==> config.mk <==
export PLATFORM = sky130hd
export DESIGN_NAME = systolic_skew_feeder
export DESIGN_NICKNAME = d
export VERILOG_FILES = /design/src/rtl/systolic_skew_feeder_pkg.sv /design/src/rtl/systolic_skew_feeder_skew_delay_line.sv /design/src/rtl/systolic_skew_feeder.sv
export SDC_FILE = /design/constraint.sdc
export NUM_CORES = 1
export LEC_CHECK = 0
export CAP_MARGIN = 5
export CORE_ASPECT_RATIO = 0.5
export CORE_UTILIZATION = 51
export CTS_CLUSTER_SIZE = 8
export DETAILED_ROUTE_END_ITERATION = 8
export PLACE_DENSITY = 0.82
export SLEW_MARGIN = 20
export SYNTH_ARGS = -nofsm -noshare
export SYNTH_HDL_FRONTEND = slang
export SYNTH_HIERARCHICAL = 1
export SYNTH_SLANG_ARGS = --single-unit
==> constraint.sdc <==
create_clock -name clk -period 4.5 [get_ports clk]
set_input_delay 0.45 -clock clk [delete_from_list [all_inputs] [get_ports clk]]
set_output_delay 0.45 -clock clk [all_outputs]
set_load 0.01 [all_outputs]
==> src/rtl/systolic_skew_feeder_pkg.sv <==
// Shared definitions for the systolic array edge feeders: controller state
// encoding, flush-length arithmetic and lane slicing helpers.
package systolic_pkg;

  typedef enum logic [2:0] {
    IDLE,
    CLEAR,
    STREAM,
    FLUSH,
    DONE
  } feeder_state_t;

  // Zero-injection cycles needed after the last beat so the deepest lane
  // drains and the PE accumulate pipeline absorbs the final product.
  function automatic int flush_len(input int lanes, input int flush_extra);
    return lanes - 1 + flush_extra;
  endfunction

  function automatic int lane_lsb(input int lane, input int width);
    return lane * width;
  endfunction

endpackage

==> src/rtl/systolic_skew_feeder_skew_delay_line.sv <==
// DEPTH-stage shift register with zero reset; the last stage is the
// registered output seen by the array.
module skew_delay_line #(
  parameter int WIDTH = 16,
  parameter int DEPTH = 1
) (
  input  logic             clk,
  input  logic             reset_n,
  input  logic [WIDTH-1:0] din,
  output logic [WIDTH-1:0] dout
);

  logic [WIDTH-1:0] stage [DEPTH];

  always_ff @(posedge clk or negedge reset_n) begin
    if (!reset_n) begin
      for (int i = 0; i < DEPTH; i++) begin
        stage[i] <= '0;
      end
    end else begin
      stage[0] <= din;
      for (int i = 1; i < DEPTH; i++) begin
        stage[i] <= stage[i-1];
      end
    end
  end

  assign dout = stage[DEPTH-1];

endmodule

==> src/rtl/systolic_skew_feeder.sv <==
// Edge feeder for the systolic array: accepts LANES-wide beats and emits them
// diagonally skewed, with a leading PE clear and a trailing zero flush.
module systolic_skew_feeder
  import systolic_pkg::*;
#(
  parameter int WIDTH       = 16,
  parameter int LANES       = 4,
  parameter int FLUSH_EXTRA = 2
) (
  input  logic                   clk,
  input  logic                   reset_n,
  input  logic                   start,
  input  logic                   in_valid,
  output logic                   in_ready,
  input  logic [LANES*WIDTH-1:0] in_data,
  input  logic                   in_last,
  output logic [LANES*WIDTH-1:0] out_data,
  output logic                   pe_clear,
  output logic                   busy,
  output logic                   done
);

  localparam int FLUSH_LEN = flush_len(LANES, FLUSH_EXTRA);
  localparam int CNT_RAW   = $clog2(LANES + FLUSH_EXTRA);
  localparam int CNT_W     = (CNT_RAW < 1) ? 1 : CNT_RAW;
  localparam logic [CNT_W-1:0] FLUSH_LOAD = CNT_W'((FLUSH_LEN < 1) ? 0 : FLUSH_LEN - 1);

  feeder_state_t    state;
  feeder_state_t    state_next;
  logic [CNT_W-1:0] flush_cnt;
  logic [CNT_W-1:0] flush_cnt_next;
  logic             accept;
  logic [LANES*WIDTH-1:0] inject;

  always_ff @(posedge clk or negedge reset_n) begin
    if (!reset_n) begin
      state     <= IDLE;
      flush_cnt <= '0;
      pe_clear  <= 1'b0;
    end else begin
      state     <= state_next;
      flush_cnt <= flush_cnt_next;
      pe_clear  <= (state == CLEAR);
    end
  end

  always_comb begin
    state_next     = state;
    flush_cnt_next = flush_cnt;
    case (state)
      IDLE: begin
        if (start) begin
          state_next = CLEAR;
        end
      end
      CLEAR: begin
        state_next = STREAM;
      end
      STREAM: begin
        if (accept && in_last) begin
          state_next     = FLUSH;
          flush_cnt_next = FLUSH_LOAD;
        end
      end
      FLUSH: begin
        if (flush_cnt == '0) begin
          state_next = DONE;
        end else begin
          flush_cnt_next = flush_cnt - CNT_W'(1);
        end
      end
      DONE: begin
        state_next = IDLE;
      end
      default: begin
        state_next = IDLE;
      end
    endcase
  end

  // Beats are held off while the clear pulse is on the array so the first
  // product cannot collide with the accumulator reset.
  assign in_ready = (state == STREAM) && !pe_clear;
  assign accept   = in_ready && in_valid;
  assign busy     = (state != IDLE);
  assign done     = (state == DONE);
  assign inject   = accept ? in_data : '0;

  for (genvar r = 0; r < LANES; r++) begin : g_lane
    localparam int LSB = lane_lsb(r, WIDTH);
    skew_delay_line #(
      .WIDTH(WIDTH),
      .DEPTH(r + 1)
    ) u_delay (
      .clk    (clk),
      .reset_n(reset_n),
      .din    (inject[LSB +: WIDTH]),
      .dout   (out_data[LSB +: WIDTH])
    );
  end

endmodule

==> results of run 1 <==
## kinds of logic (layout without fill, tap and decap cells)
group	Yosys count	count (layout)	share of synthesized area, %
compound gates	11	11	1.46
simple gates	78	78	9.89
buf+inv	60	176	7.99
fa+ha+maj	2	2	0.480
flops	167	167	80.2
## cell usage after synthesis, drive strengths merged
master    n
nor4b     1
o31ai     1
o21bai    2
o21ai     1
o22ai     1
and3b     1
or4b      1
inv       4
and2     64
a21oi     1
clkbuf    7
ha        2
a31oi     2
dfrtp   167
nor3      1
buf      49
nor2      1
or3       1
nor3b     3
nand2     2
a22o      2
a22oi     1
nand3b    1
nand2b    2
## metal layers
metal	track usage, %	share of wire [%]	up-vias
met5	0	0	-
met1	19.1	41	1146
met4	7.45	0.67	0
met3	5.78	3.8	4
met2	26.9	55	53
li1	-	-	1154
## path summary, 6_finish.rpt
kind / start / end / slack [ns] / depth (start not counted)
worst max-delay path: state[0] / busy / 2.21 / 2
worst min-delay path: g_lane[2].u_delay/stage[27] / g_lane[2].u_delay/dout[11] / 0.34 / 0
worst max register to register: flush_cnt[0] / flush_cnt[0] / 2.68 / 6
worst min register to register: g_lane[2].u_delay/stage[27] / g_lane[2].u_delay/dout[11] / 0.34 / 0
max in group asynchronous: reset_n / g_lane[3].u_delay/stage[61] / 2.84 / 3
min in group asynchronous: reset_n / pe_clear / 0.58 / 2
## final cells by class
class | count | area (sq um) | area share (%)
inverter | 4 | 15.0 | 0.217
timing repair buffer | 140 | 1400 | 20.1
sequential | 167 | 4180 | 60.3
tap | 135 | 169 | 2.44
multi-input combinational | 91 | 617 | 8.90
clock buffer | 17 | 425 | 6.14
clock inverter | 15 | 133 | 1.91
## flip-flops by register name, summed over array words and instances, names as in the netlist
signal	flops
pe_clear	1
state	3
g_lane.u_delay/dout	64
flush_cnt	3
g_lane.u_delay/stage	96
## power by group through the flow
stage               clock (mW)  combinational [mW]  sequential [mW]
global route              1.44               0.745             1.96
global placement             0               0.672             1.93
detailed placement           0               0.692             1.95
CTS                       1.37               0.696             1.92
finish                    1.33               0.683             1.92
floorplan                    0               0.425             1.92
## stage by stage
stage / total power, mW / area (sq um) / util (%) / worst slack, ns / cells
finish: 3.94 / 6930 / 71.7 / 2.21 / 569
global route: 4.14 / 6930 / 71.7 / 2.11 / 569
CTS: 3.99 / 6930 / 71.7 / 2.19 / 569
detailed placement: 2.64 / 6360 / 65.9 / 2.59 / 536
global placement: 2.60 / 6360 / 65.9 / 2.65 / 536
floorplan: 2.35 / 5210 / - / 2.83 / 318
## critical path, stage by stage, from the launching register on
cell and delay [ns]:
dfrtp_1 0.54, or3_1 0.41, clkdlybuf4s50_1 0.48
## repair_timing
action                     in CTS  in global routing
hold endpoints to repair       25                  0
hold buffers                    1                  0
setup endpoints to repair       0                  0
==> impl_metrics.prom, run 1 <==
# TYPE chip_impl_metric gauge
chip_impl_metric{name="grt_max_degree",unit=""} 65
chip_impl_info{name="tritoncts_clock_tree",value="yes"} 1
chip_impl_metric{name="core_region_area",unit="sq mm"} 0.00967
chip_impl_metric{name="pwr-share-clk",unit="%"} 33.9
chip_impl_metric{name="num_rows",unit=""} 25
chip_impl_metric{name="ys.warnings.count",unit=""} 6
chip_impl_metric{name="number_of_h_tree_branching_levels",unit=""} 4
chip_impl_metric{name="detailed_place_hpwl",unit="um"} 5070
chip_impl_metric{name="fmax",unit="GHz"} 0.437
chip_impl_metric{name="netlist_area",unit="sq mm"} 0.00521
chip_impl_metric{name="drc_viols",unit=""} 0
chip_impl_metric{name="required",unit="ns"} 4.05
chip_impl_metric{name="cts_setup_buffers",unit=""} 0
chip_impl_metric{name="switching_share",unit="%"} 25.5
chip_impl_metric{name="post_cts.resized_instances",unit=""} 0
chip_impl_metric{name="synth_area_per_cell",unit="sq um"} 16.4
chip_impl_info{name="holdCritPathClass",value="register to register"} 1
chip_impl_metric{name="drive_above_1_share",unit="%"} 8.99
chip_impl_metric{name="clk_path_buf_depth",unit=""} 2
chip_impl_metric{name="final_nets",unit=""} 492
chip_impl_metric{name="die_w",unit="um"} 145
chip_impl_metric{name="leakage_power",unit="nW"} 3.32
chip_impl_metric{name="synth_cells",unit=""} 318
chip_impl_metric{name="timing.setup.tns",unit="ns"} 0
chip_impl_metric{name="max_slew.worst_pin.slew",unit="ns"} 0.690
chip_impl_metric{name="routed_via_density",unit=""} 4.14
chip_impl_metric{name="die-area",unit="sq mm"} 0.0107
chip_impl_metric{name="wirelength",unit="um"} 7630
chip_impl_metric{name="yosys.area.top_type_share",unit="%"} 80.2
chip_impl_metric{name="tritoncts.num_buffers",unit=""} 17
chip_impl_metric{name="postSynthNetCount",unit=""} 389
chip_impl_metric{name="clock_skew",unit="ns"} 0.00641
chip_impl_metric{name="final.hold.worst_slack",unit="ns"} 0.345
chip_impl_metric{name="drtIter0Drc",unit=""} 108
chip_impl_metric{name="report.final.slew_viol_count",unit=""} 0
chip_impl_metric{name="clkLatencyLatePin",unit="ns"} 0.40
chip_impl_metric{name="global_route_wire_length_before_repair",unit="um"} 12400
chip_impl_metric{name="power.sequential.fraction",unit="%"} 48.8
chip_impl_info{name="cts.root.buffer_cell",value="clkbuf_16"} 1
chip_impl_metric{name="die_height",unit="um"} 73.5
chip_impl_info{name="rsz0062_at_grt",value="no"} 1
chip_impl_metric{name="cell_internal_pwr",unit="mW"} 2.93
chip_impl_metric{name="cap_viol_max_count",unit=""} 0
chip_impl_metric{name="number_of_antenna_violating_nets_in_the_routed_design",unit=""} 0
chip_impl_info{name="setup.worst_path.class",value="register to output pin"} 1
chip_impl_info{name="critical_path.startpoint_type",value="register"} 1
chip_impl_metric{name="global_route.usage.total",unit="%"} 16.1
chip_impl_metric{name="timing.critical_path.fanout_max",unit=""} 15
chip_impl_info{name="synth_top_cell_by_area",value="dfrtp_1"} 1
chip_impl_metric{name="routabilityCongestion",unit=""} 0.707
chip_impl_metric{name="floorplan.initialDensity",unit="%"} 53.9
chip_impl_metric{name="combPwrFrac",unit="%"} 17.3
chip_impl_metric{name="netlist_cell_types",unit=""} 26
chip_impl_metric{name="port-buffer-count",unit=""} 136
chip_impl_metric{name="net-switching-power",unit="mW"} 1.00
chip_impl_info{name="largest_cells_by_area_after_synthesis",value="dfrtp_1, and2_1, buf_4"} 1
chip_impl_metric{name="number_of_setup_violations_in_the_final_report",unit=""} 0
chip_impl_metric{name="final_hold_viol_count",unit=""} 0
chip_impl_info{name="outcome",value="completed"} 1
chip_impl_metric{name="period_share",unit="%"} 50.8
chip_impl_metric{name="grt_pass1_vias",unit=""} 2456
chip_impl_metric{name="power.density",unit="mW/mm^2"} 568
chip_impl_info{name="most_common_cell_after_layout_fill_and_taps_aside",value="dfrtp_1"} 1
chip_impl_metric{name="wire_per_inst",unit="um"} 13.4
chip_impl_metric{name="final.fill_count",unit=""} 641
chip_impl_metric{name="via_count",unit=""} 2357
chip_impl_metric{name="path_clk_slew",unit="ns"} 0.06
chip_impl_metric{name="drt_pass1_iterations",unit=""} 4
chip_impl_metric{name="number_of_top_level_design_ports",unit=""} 137
chip_impl_metric{name="ys_ff_latch",unit=""} 167
chip_impl_metric{name="synth.yosys.seq_area_share",unit="%"} 80.2
chip_impl_info{name="most-common-layout-cells",value="dfrtp_1, clkdlybuf4s50_1, and2_1"} 1
chip_impl_metric{name="timing.final.crit_period",unit="ns"} 2.29
chip_impl_metric{name="area_growth",unit="%"} 33.0
chip_impl_info{name="timing.critical_path.to_type",value="output pin"} 1
chip_impl_metric{name="overflow_left_after_global_routing",unit=""} 0
chip_impl_metric{name="worst-endpoint-arrival",unit="ns"} 1.84
chip_impl_metric{name="number_of_antenna_violations_at_the_first_check_in_global_routing",unit=""} 0
chip_impl_metric{name="vdd_drop_max",unit="mV"} 0.342
chip_impl_metric{name="cts.sink_count",unit=""} 167
chip_impl_metric{name="max-slew-margin-rel",unit="%"} 54.0
chip_impl_metric{name="diode_count",unit=""} 0
Power figures use the tool's default switching activity.
==> run 2: changes to the inputs <==
--- a/config.mk
+++ b/config.mk
@@ -7,10 +7,10 @@
 export LEC_CHECK = 0
 export CAP_MARGIN = 5
 export CORE_ASPECT_RATIO = 0.5
-export CORE_UTILIZATION = 51
+export CORE_UTILIZATION = 43
 export CTS_CLUSTER_SIZE = 8
 export DETAILED_ROUTE_END_ITERATION = 8
-export PLACE_DENSITY = 0.82
+export PLACE_DENSITY = 0.74
 export SLEW_MARGIN = 20
 export SYNTH_ARGS = -nofsm -noshare
 export SYNTH_HDL_FRONTEND = slang
==> constraint.sdc (replaced) <==
create_clock -name clk -period 1.9 [get_ports clk]
set_input_delay 0.19 -clock clk [delete_from_list [all_inputs] [get_ports clk]]
set_output_delay 0.19 -clock clk [all_outputs]
set_load 0.01 [all_outputs]
==> run 2 against run 1 <==
Against the previous run:
- die area grew 18%
- routed wire length grew 7.4%
- final cell count grew 4.9%
- core utilization shrank 9.9 points
- sequential power grew 140%
- clock skew grew 0.0012 ns
- critical path type is now register to register
- largest cell class unchanged
- highest routed layer unchanged
==> impl_metrics.prom, run 2 (synthesis results as in run 1) <==
# TYPE chip_impl_metric gauge
chip_impl_metric{name="via_count",unit=""} 2467
chip_impl_metric{name="floorplan.initialDensity",unit="%"} 45.8
chip_impl_metric{name="clk_path_buf_depth",unit=""} 2
chip_impl_metric{name="timing.critical_path.fanout_max",unit=""} 7
chip_impl_info{name="timing.critical_path.to_type",value="register"} 1
chip_impl_metric{name="detailed_place_hpwl",unit="um"} 5430
chip_impl_metric{name="number_of_setup_violations_in_the_final_report",unit=""} 0
chip_impl_info{name="holdCritPathClass",value="primary input to asynchronous set/reset pin"} 1
chip_impl_metric{name="switching_share",unit="%"} 24.5
chip_impl_metric{name="report.final.slew_viol_count",unit=""} 0
chip_impl_metric{name="routed_via_density",unit=""} 4.13
chip_impl_metric{name="routabilityCongestion",unit=""} 0.701
chip_impl_metric{name="grt_max_degree",unit=""} 69
chip_impl_metric{name="global_route.usage.total",unit="%"} 14.4
chip_impl_metric{name="final.hold.worst_slack",unit="ns"} 0.332
chip_impl_metric{name="required",unit="ns"} 2.24
chip_impl_metric{name="timing.final.crit_period",unit="ns"} 1.79
chip_impl_metric{name="die-area",unit="sq mm"} 0.0126
chip_impl_metric{name="path_clk_slew",unit="ns"} 0.06
chip_impl_metric{name="area_growth",unit="%"} 35.0
chip_impl_metric{name="max_slew.worst_pin.slew",unit="ns"} 0.518
chip_impl_metric{name="die_height",unit="um"} 79.9
chip_impl_metric{name="vdd_drop_max",unit="mV"} 0.654
chip_impl_metric{name="grt_use_met3",unit="%"} 4.51
chip_impl_metric{name="final_nets",unit=""} 496
chip_impl_metric{name="worst-endpoint-arrival",unit="ns"} 2.14
chip_impl_metric{name="combPwrFrac",unit="%"} 18.3
chip_impl_metric{name="port-buffer-count",unit=""} 136
chip_impl_metric{name="final_hold_viol_count",unit=""} 0
chip_impl_info{name="max_flop_register",value="g_lane.u_delay/stage"} 1
chip_impl_metric{name="core_region_area",unit="sq mm"} 0.0114
chip_impl_metric{name="cts.sink_count",unit=""} 167
chip_impl_metric{name="wirelength",unit="um"} 8200
chip_impl_metric{name="period_share",unit="%"} 94.3
chip_impl_metric{name="tritoncts.num_buffers",unit=""} 17
chip_impl_metric{name="power.sequential.fraction",unit="%"} 47.7
chip_impl_metric{name="overflow_left_after_global_routing",unit=""} 0
chip_impl_metric{name="num_rows",unit=""} 27
chip_impl_metric{name="number_of_antenna_violating_nets_in_the_routed_design",unit=""} 0
chip_impl_metric{name="net-switching-power",unit="mW"} 2.33
chip_impl_metric{name="timing.setup.tns",unit="ns"} 0
chip_impl_metric{name="drive_above_1_share",unit="%"} 10.3
chip_impl_info{name="cts.root.buffer_cell",value="clkbuf_16"} 1
chip_impl_metric{name="number_of_antenna_violations_at_the_first_check_in_global_routing",unit=""} 0
chip_impl_metric{name="die_w",unit="um"} 158
chip_impl_metric{name="drtIter0Drc",unit=""} 104
chip_impl_metric{name="wire_per_inst",unit="um"} 13.7
chip_impl_info{name="outcome",value="completed"} 1
chip_impl_metric{name="largest_register_ffs",unit=""} 96
chip_impl_info{name="most-common-layout-cells",value="dfrtp_1, clkdlybuf4s50_1, and2_1"} 1
chip_impl_info{name="most_common_cell_after_layout_fill_and_taps_aside",value="dfrtp_1"} 1
chip_impl_metric{name="clock_skew",unit="ns"} 0.00765
chip_impl_metric{name="number_of_h_tree_branching_levels",unit=""} 4
chip_impl_metric{name="leakage_power",unit="nW"} 3.37
chip_impl_info{name="crit_path_start",value="flush_cnt[0]"} 1
chip_impl_metric{name="power.density",unit="mW/mm^2"} 1350
chip_impl_info{name="tritoncts_clock_tree",value="yes"} 1
chip_impl_metric{name="diode_count",unit=""} 0
chip_impl_info{name="rsz0062_at_grt",value="no"} 1
chip_impl_info{name="critical_path.startpoint_type",value="register"} 1
chip_impl_info{name="setup.worst_path.class",value="register to register"} 1
chip_impl_info{name="source_of_the_worst_register_to_register_timing_path",value="flush_cnt[0]"} 1
chip_impl_metric{name="cell_internal_pwr",unit="mW"} 7.15
chip_impl_metric{name="pwr-share-clk",unit="%"} 34.1
chip_impl_metric{name="number_of_top_level_design_ports",unit=""} 137
chip_impl_metric{name="cap_viol_max_count",unit=""} 0
chip_impl_metric{name="use_met1",unit="%"} 16.7
chip_impl_metric{name="grt_use_met2",unit="%"} 24.2
chip_impl_metric{name="grt_pass1_vias",unit=""} 2628
chip_impl_metric{name="fmax",unit="GHz"} 0.558
chip_impl_metric{name="clkLatencyLatePin",unit="ns"} 0.40
chip_impl_metric{name="drc_viols",unit=""} 0
chip_impl_info{name="gr-max-usage-layer",value="met2"} 1
chip_impl_metric{name="max-slew-margin-rel",unit="%"} 65.5
chip_impl_metric{name="drt_pass1_iterations",unit=""} 4
chip_impl_metric{name="global_route_wire_length_before_repair",unit="um"} 13100
==> run 2: worst max-delay path, cell delays in order (launching register included) <==
cell and delay, ns:
dfrtp_1 0.38, inv_1 0.07, ha_1 0.22, ha_2 0.22, or4b_2 0.60, o21ai_0 0.11, a22o_1 0.15
==> run 2: repair_timing <==
item / 4_1_cts / 5_1_grt
setup buffers: 2 / 0
endpoints found under the hold margin: 54 / 0
resized for setup: 4 / 2
endpoints found under the setup margin: 3 / 2
hold buffers: 1 / 0
==> run 2: final timing paths <==
| path | end | slack (ns) | cells after the start |
|---|---|---|---|
| hold reg to reg | g_lane[1].u_delay/dout[1] | 0.34 | 0 |
| hold / removal | g_lane[3].u_delay/stage[53] | 0.33 | 2 |
| min in group clk | g_lane[2].u_delay/stage[33] | 0.34 | 2 |
| max in group asynchronous | g_lane[2].u_delay/dout[6] | 0.85 | 3 |
| setup reg to reg | flush_cnt[0] | 0.11 | 6 |
| setup / recovery | flush_cnt[0] | 0.11 | 6 |
==> run 2: per-layer routing <==
| layer | up-vias | wire length [um] |
|---|---|---|
| li1 | 1161 | - |
| met1 | 1232 | 3350 |
| met2 | 66 | 4400 |
| met3 | 8 | 374 |
| met4 | 0 | 75 |
| met5 | - | 0 |
==> run 2: area by class of cell <==
class                           instances  area [sq um]
Multi-Input combinational cell         91           619
Fill cell                             855          4350
Sequential cell                       167          4180
Inverter                                4          15.0
Clock buffer                           20           457
Tap cell                              159           199
Timing Repair Buffer                  144          1450
Clock inverter                         12           118
==> run 2: power by group through the flow <==
stage	Sequential, mW	Clock, mW	Combinational, mW
after floorplan	4.55	0	1.01
after global placement	4.56	0	1.66
after detailed placement	4.60	0	1.73
after CTS	4.53	3.34	1.75
after global routing	4.60	3.49	1.88
final	4.52	3.23	1.73
==> run 2: metrics by stage <==
stage / power, mW / setup WS, ns / util [%] / area, sq um / cells
global route: 9.97 / 0.0593 / 61.8 / 7040 / 597
detailed placement: 6.33 / 0.0796 / 56.5 / 6430 / 562
finish: 9.48 / 0.108 / 61.8 / 7040 / 597
global placement: 6.22 / 0.191 / 56.5 / 6430 / 562
floorplan: 5.56 / 0.232 / - / 5210 / 318
CTS: 9.63 / 0.0205 / 61.8 / 7030 / 597
==> run 3: changes to the inputs <==
--- a/config.mk
+++ b/config.mk
@@ -11,6 +11,7 @@
 export CTS_CLUSTER_SIZE = 8
 export DETAILED_ROUTE_END_ITERATION = 8
 export PLACE_DENSITY = 0.74
+export RECOVER_POWER = 100
 export SLEW_MARGIN = 20
 export SYNTH_ARGS = -nofsm -noshare
 export SYNTH_HDL_FRONTEND = slang
==> run 3 against run 2 <==
Against the previous run:
- global-route usage is the same
- routed wire length shrank 1.3%
- power shrank 1.8%
- clock skew is essentially flat
- final cell count is the same
- sequential power is essentially flat
- register-to-register slack is essentially flat
- critical path depth is the same
- first-iteration DRC count shrank 6.7%
- setup slack gained 0.0013 ns
- sequential share of layout area grew 0.44 points
- combinational power shrank 9%
- critical endpoint unchanged
- largest cell class unchanged
==> impl_metrics.prom, run 3 (synthesis results as in run 1) <==
# TYPE chip_impl_metric gauge
chip_impl_info{name="outcome",value="completed"} 1
chip_impl_metric{name="multi_input_comb_area",unit="sq um"} 604
chip_impl_metric{name="global_route_wire_length_before_repair",unit="um"} 13100
chip_impl_metric{name="power.density",unit="mW/mm^2"} 1330
chip_impl_metric{name="cap_viol_max_count",unit=""} 0
chip_impl_metric{name="vdd_drop_max",unit="mV"} 0.654
chip_impl_metric{name="overflow_left_after_global_routing",unit=""} 0
chip_impl_metric{name="largest_register_ffs",unit=""} 96
chip_impl_metric{name="clk_path_buf_depth",unit=""} 2
chip_impl_metric{name="tritoncts.num_buffers",unit=""} 17
chip_impl_metric{name="routabilityCongestion",unit=""} 0.701
chip_impl_metric{name="max-slew-margin-rel",unit="%"} 43.8
chip_impl_metric{name="timing.final.crit_period",unit="ns"} 1.79
chip_impl_info{name="most-common-layout-cells",value="dfrtp_1, clkdlybuf4s50_1, dlygate4sd3_1"} 1
chip_impl_info{name="rsz0062_at_grt",value="no"} 1
chip_impl_metric{name="drt_pass1_iterations",unit=""} 4
chip_impl_metric{name="timing.critical_path.fanout_max",unit=""} 7
chip_impl_metric{name="cts.sink_count",unit=""} 167
chip_impl_metric{name="max_slew.worst_pin.slew",unit="ns"} 0.843
chip_impl_metric{name="cp_num_cells",unit=""} 6
chip_impl_metric{name="wire_per_inst",unit="um"} 13.6
chip_impl_metric{name="period_share",unit="%"} 94.3
chip_impl_metric{name="routed_via_density",unit=""} 4.15
chip_impl_metric{name="die_height",unit="um"} 79.9
chip_impl_metric{name="required",unit="ns"} 2.24
chip_impl_info{name="crit_path_start",value="flush_cnt[0]"} 1
chip_impl_metric{name="r2r_setup_slack",unit="ns"} 0.11
chip_impl_metric{name="power.total",unit="mW"} 9.31
chip_impl_metric{name="worst_r2r_path_depth",unit=""} 6
chip_impl_metric{name="grt_pass1_vias",unit=""} 2628
chip_impl_metric{name="clkLatencyLatePin",unit="ns"} 0.40
chip_impl_metric{name="critical-path-max-stage-delay",unit="ns"} 0.60
chip_impl_info{name="reg2reg_to",value="flush_cnt[0]"} 1
chip_impl_metric{name="wirelength",unit="um"} 8100
chip_impl_info{name="source_of_the_worst_register_to_register_timing_path",value="flush_cnt[0]"} 1
chip_impl_metric{name="number_of_setup_violations_in_the_final_report",unit=""} 0
chip_impl_metric{name="global_route.usage.total",unit="%"} 14.4
chip_impl_metric{name="number_of_top_level_design_ports",unit=""} 137
chip_impl_info{name="critical_path.startpoint_type",value="register"} 1
chip_impl_metric{name="number_of_h_tree_branching_levels",unit=""} 4
chip_impl_info{name="max_flop_register",value="g_lane.u_delay/stage"} 1
chip_impl_info{name="timing.critical_path.to_type",value="register"} 1
chip_impl_metric{name="final_hold_viol_count",unit=""} 0
chip_impl_metric{name="core_region_area",unit="sq mm"} 0.0114
chip_impl_metric{name="num_rows",unit=""} 27
chip_impl_info{name="crit_slowest_cell",value="or4b_2"} 1
chip_impl_info{name="crit_path_cell_trace",value="inv_1 > ha_1 > ha_2 > or4b_2 > o21ai_0 > a22o_1"} 1
chip_impl_metric{name="drtIter0Drc",unit=""} 97
chip_impl_metric{name="floorplan.initialDensity",unit="%"} 45.8
chip_impl_metric{name="port-buffer-count",unit=""} 136
chip_impl_metric{name="die-area",unit="sq mm"} 0.0126
chip_impl_metric{name="final_nets",unit=""} 496
chip_impl_info{name="tritoncts_clock_tree",value="yes"} 1
chip_impl_metric{name="number_of_antenna_violations_at_the_first_check_in_global_routing",unit=""} 0
chip_impl_metric{name="dp_worst_setup_slack",unit="ns"} 0.0796
chip_impl_info{name="holdCritPathClass",value="primary input to asynchronous set/reset pin"} 1
chip_impl_metric{name="path_clk_slew",unit="ns"} 0.06
chip_impl_metric{name="worst-endpoint-arrival",unit="ns"} 2.14
chip_impl_metric{name="post-route-util",unit="%"} 61.4
chip_impl_info{name="worst_path_dominant_cell_family",value="simple AND/OR/NAND/NOR gates"} 1
chip_impl_metric{name="diode_count",unit=""} 0
chip_impl_info{name="setup.worst_path.class",value="register to register"} 1
chip_impl_metric{name="grt_max_degree",unit=""} 69
chip_impl_metric{name="final-seq-area",unit="sq mm"} 0.00418
chip_impl_metric{name="number_of_antenna_violating_nets_in_the_routed_design",unit=""} 0
chip_impl_metric{name="final.hold.worst_slack",unit="ns"} 0.321
chip_impl_metric{name="drc_viols",unit=""} 0
chip_impl_metric{name="fmax",unit="GHz"} 0.558
chip_impl_metric{name="area_growth",unit="%"} 34.1
chip_impl_metric{name="detailed_place_hpwl",unit="um"} 5430
chip_impl_metric{name="timing.critical_path.buf_inv",unit=""} 1
chip_impl_metric{name="die_w",unit="um"} 158
chip_impl_metric{name="clock_skew",unit="ns"} 0.00770
chip_impl_metric{name="drive_above_1_share",unit="%"} 10.0
chip_impl_metric{name="report.final.slew_viol_count",unit=""} 0
chip_impl_metric{name="final_critical_path_setup_slack",unit="ns"} 0.109
chip_impl_info{name="most_common_cell_after_layout_fill_and_taps_aside",value="dfrtp_1"} 1
chip_impl_metric{name="leakage_power",unit="nW"} 3.49
chip_impl_metric{name="final.fill_count",unit=""} 861
chip_impl_metric{name="timing.setup.tns",unit="ns"} 0
chip_impl_info{name="cts.root.buffer_cell",value="clkbuf_16"} 1
chip_impl_metric{name="via_count",unit=""} 2478
==> run 3: area by class of cell <==
cell class                      count  share of cell area (%)
Multi-Input combinational cell     91                    8.65
Inverter                            4                   0.215
Sequential cell                   167                    59.8
Clock buffer                       20                    6.54
Timing Repair Buffer              144                    20.2
Tap cell                          159                    2.85
Clock inverter                     12                    1.68
==> run 3: power breakdown <==
| part | switching, mW | leakage [nW] | internal [mW] |
|---|---|---|---|
| clock | 1.34 | 0.281 | 1.89 |
| combinational | 0.750 | 0.970 | 0.833 |
| sequential | 0.211 | 2.24 | 4.29 |
==> run 3: worst max path at each step <==
stage / end
floorplan: flush_cnt[0]
global placement: flush_cnt[0]
detailed placement: flush_cnt[0]
CTS: done
global route: g_lane[2].u_delay/dout[7]
finish: flush_cnt[0]
==> run 3: repair_timing <==
| action | 4_1_cts | 5_1_grt |
|---|---|---|
| gates resized for setup | 4 | 2 |
| hold endpoints to repair | 54 | 0 |
| setup endpoints to repair | 3 | 2 |
| hold buffers | 1 | 0 |
| buffers inserted | 2 | 0 |
==> run 3: per-layer routing <==
| layer | track usage (%) | part of all wire (%) | wire (um) |
|---|---|---|---|
| met5 | 0 | 0 | 0 |
| met3 | 4.51 | 4.9 | 397 |
| met4 | 7.38 | 0.93 | 75 |
| met2 | 24.2 | 54 | 4380 |
| met1 | 16.7 | 40 | 3250 |
==> run 3: through the flow <==
| step | instance area (sq um) | cells |
|---|---|---|
| after floorplan | 5210 | 318 |
| after CTS | 7030 | 597 |
| after global routing | 6990 | 597 |
| final | 6990 | 597 |
| after detailed placement | 6430 | 562 |
| after global placement | 6430 | 562 |
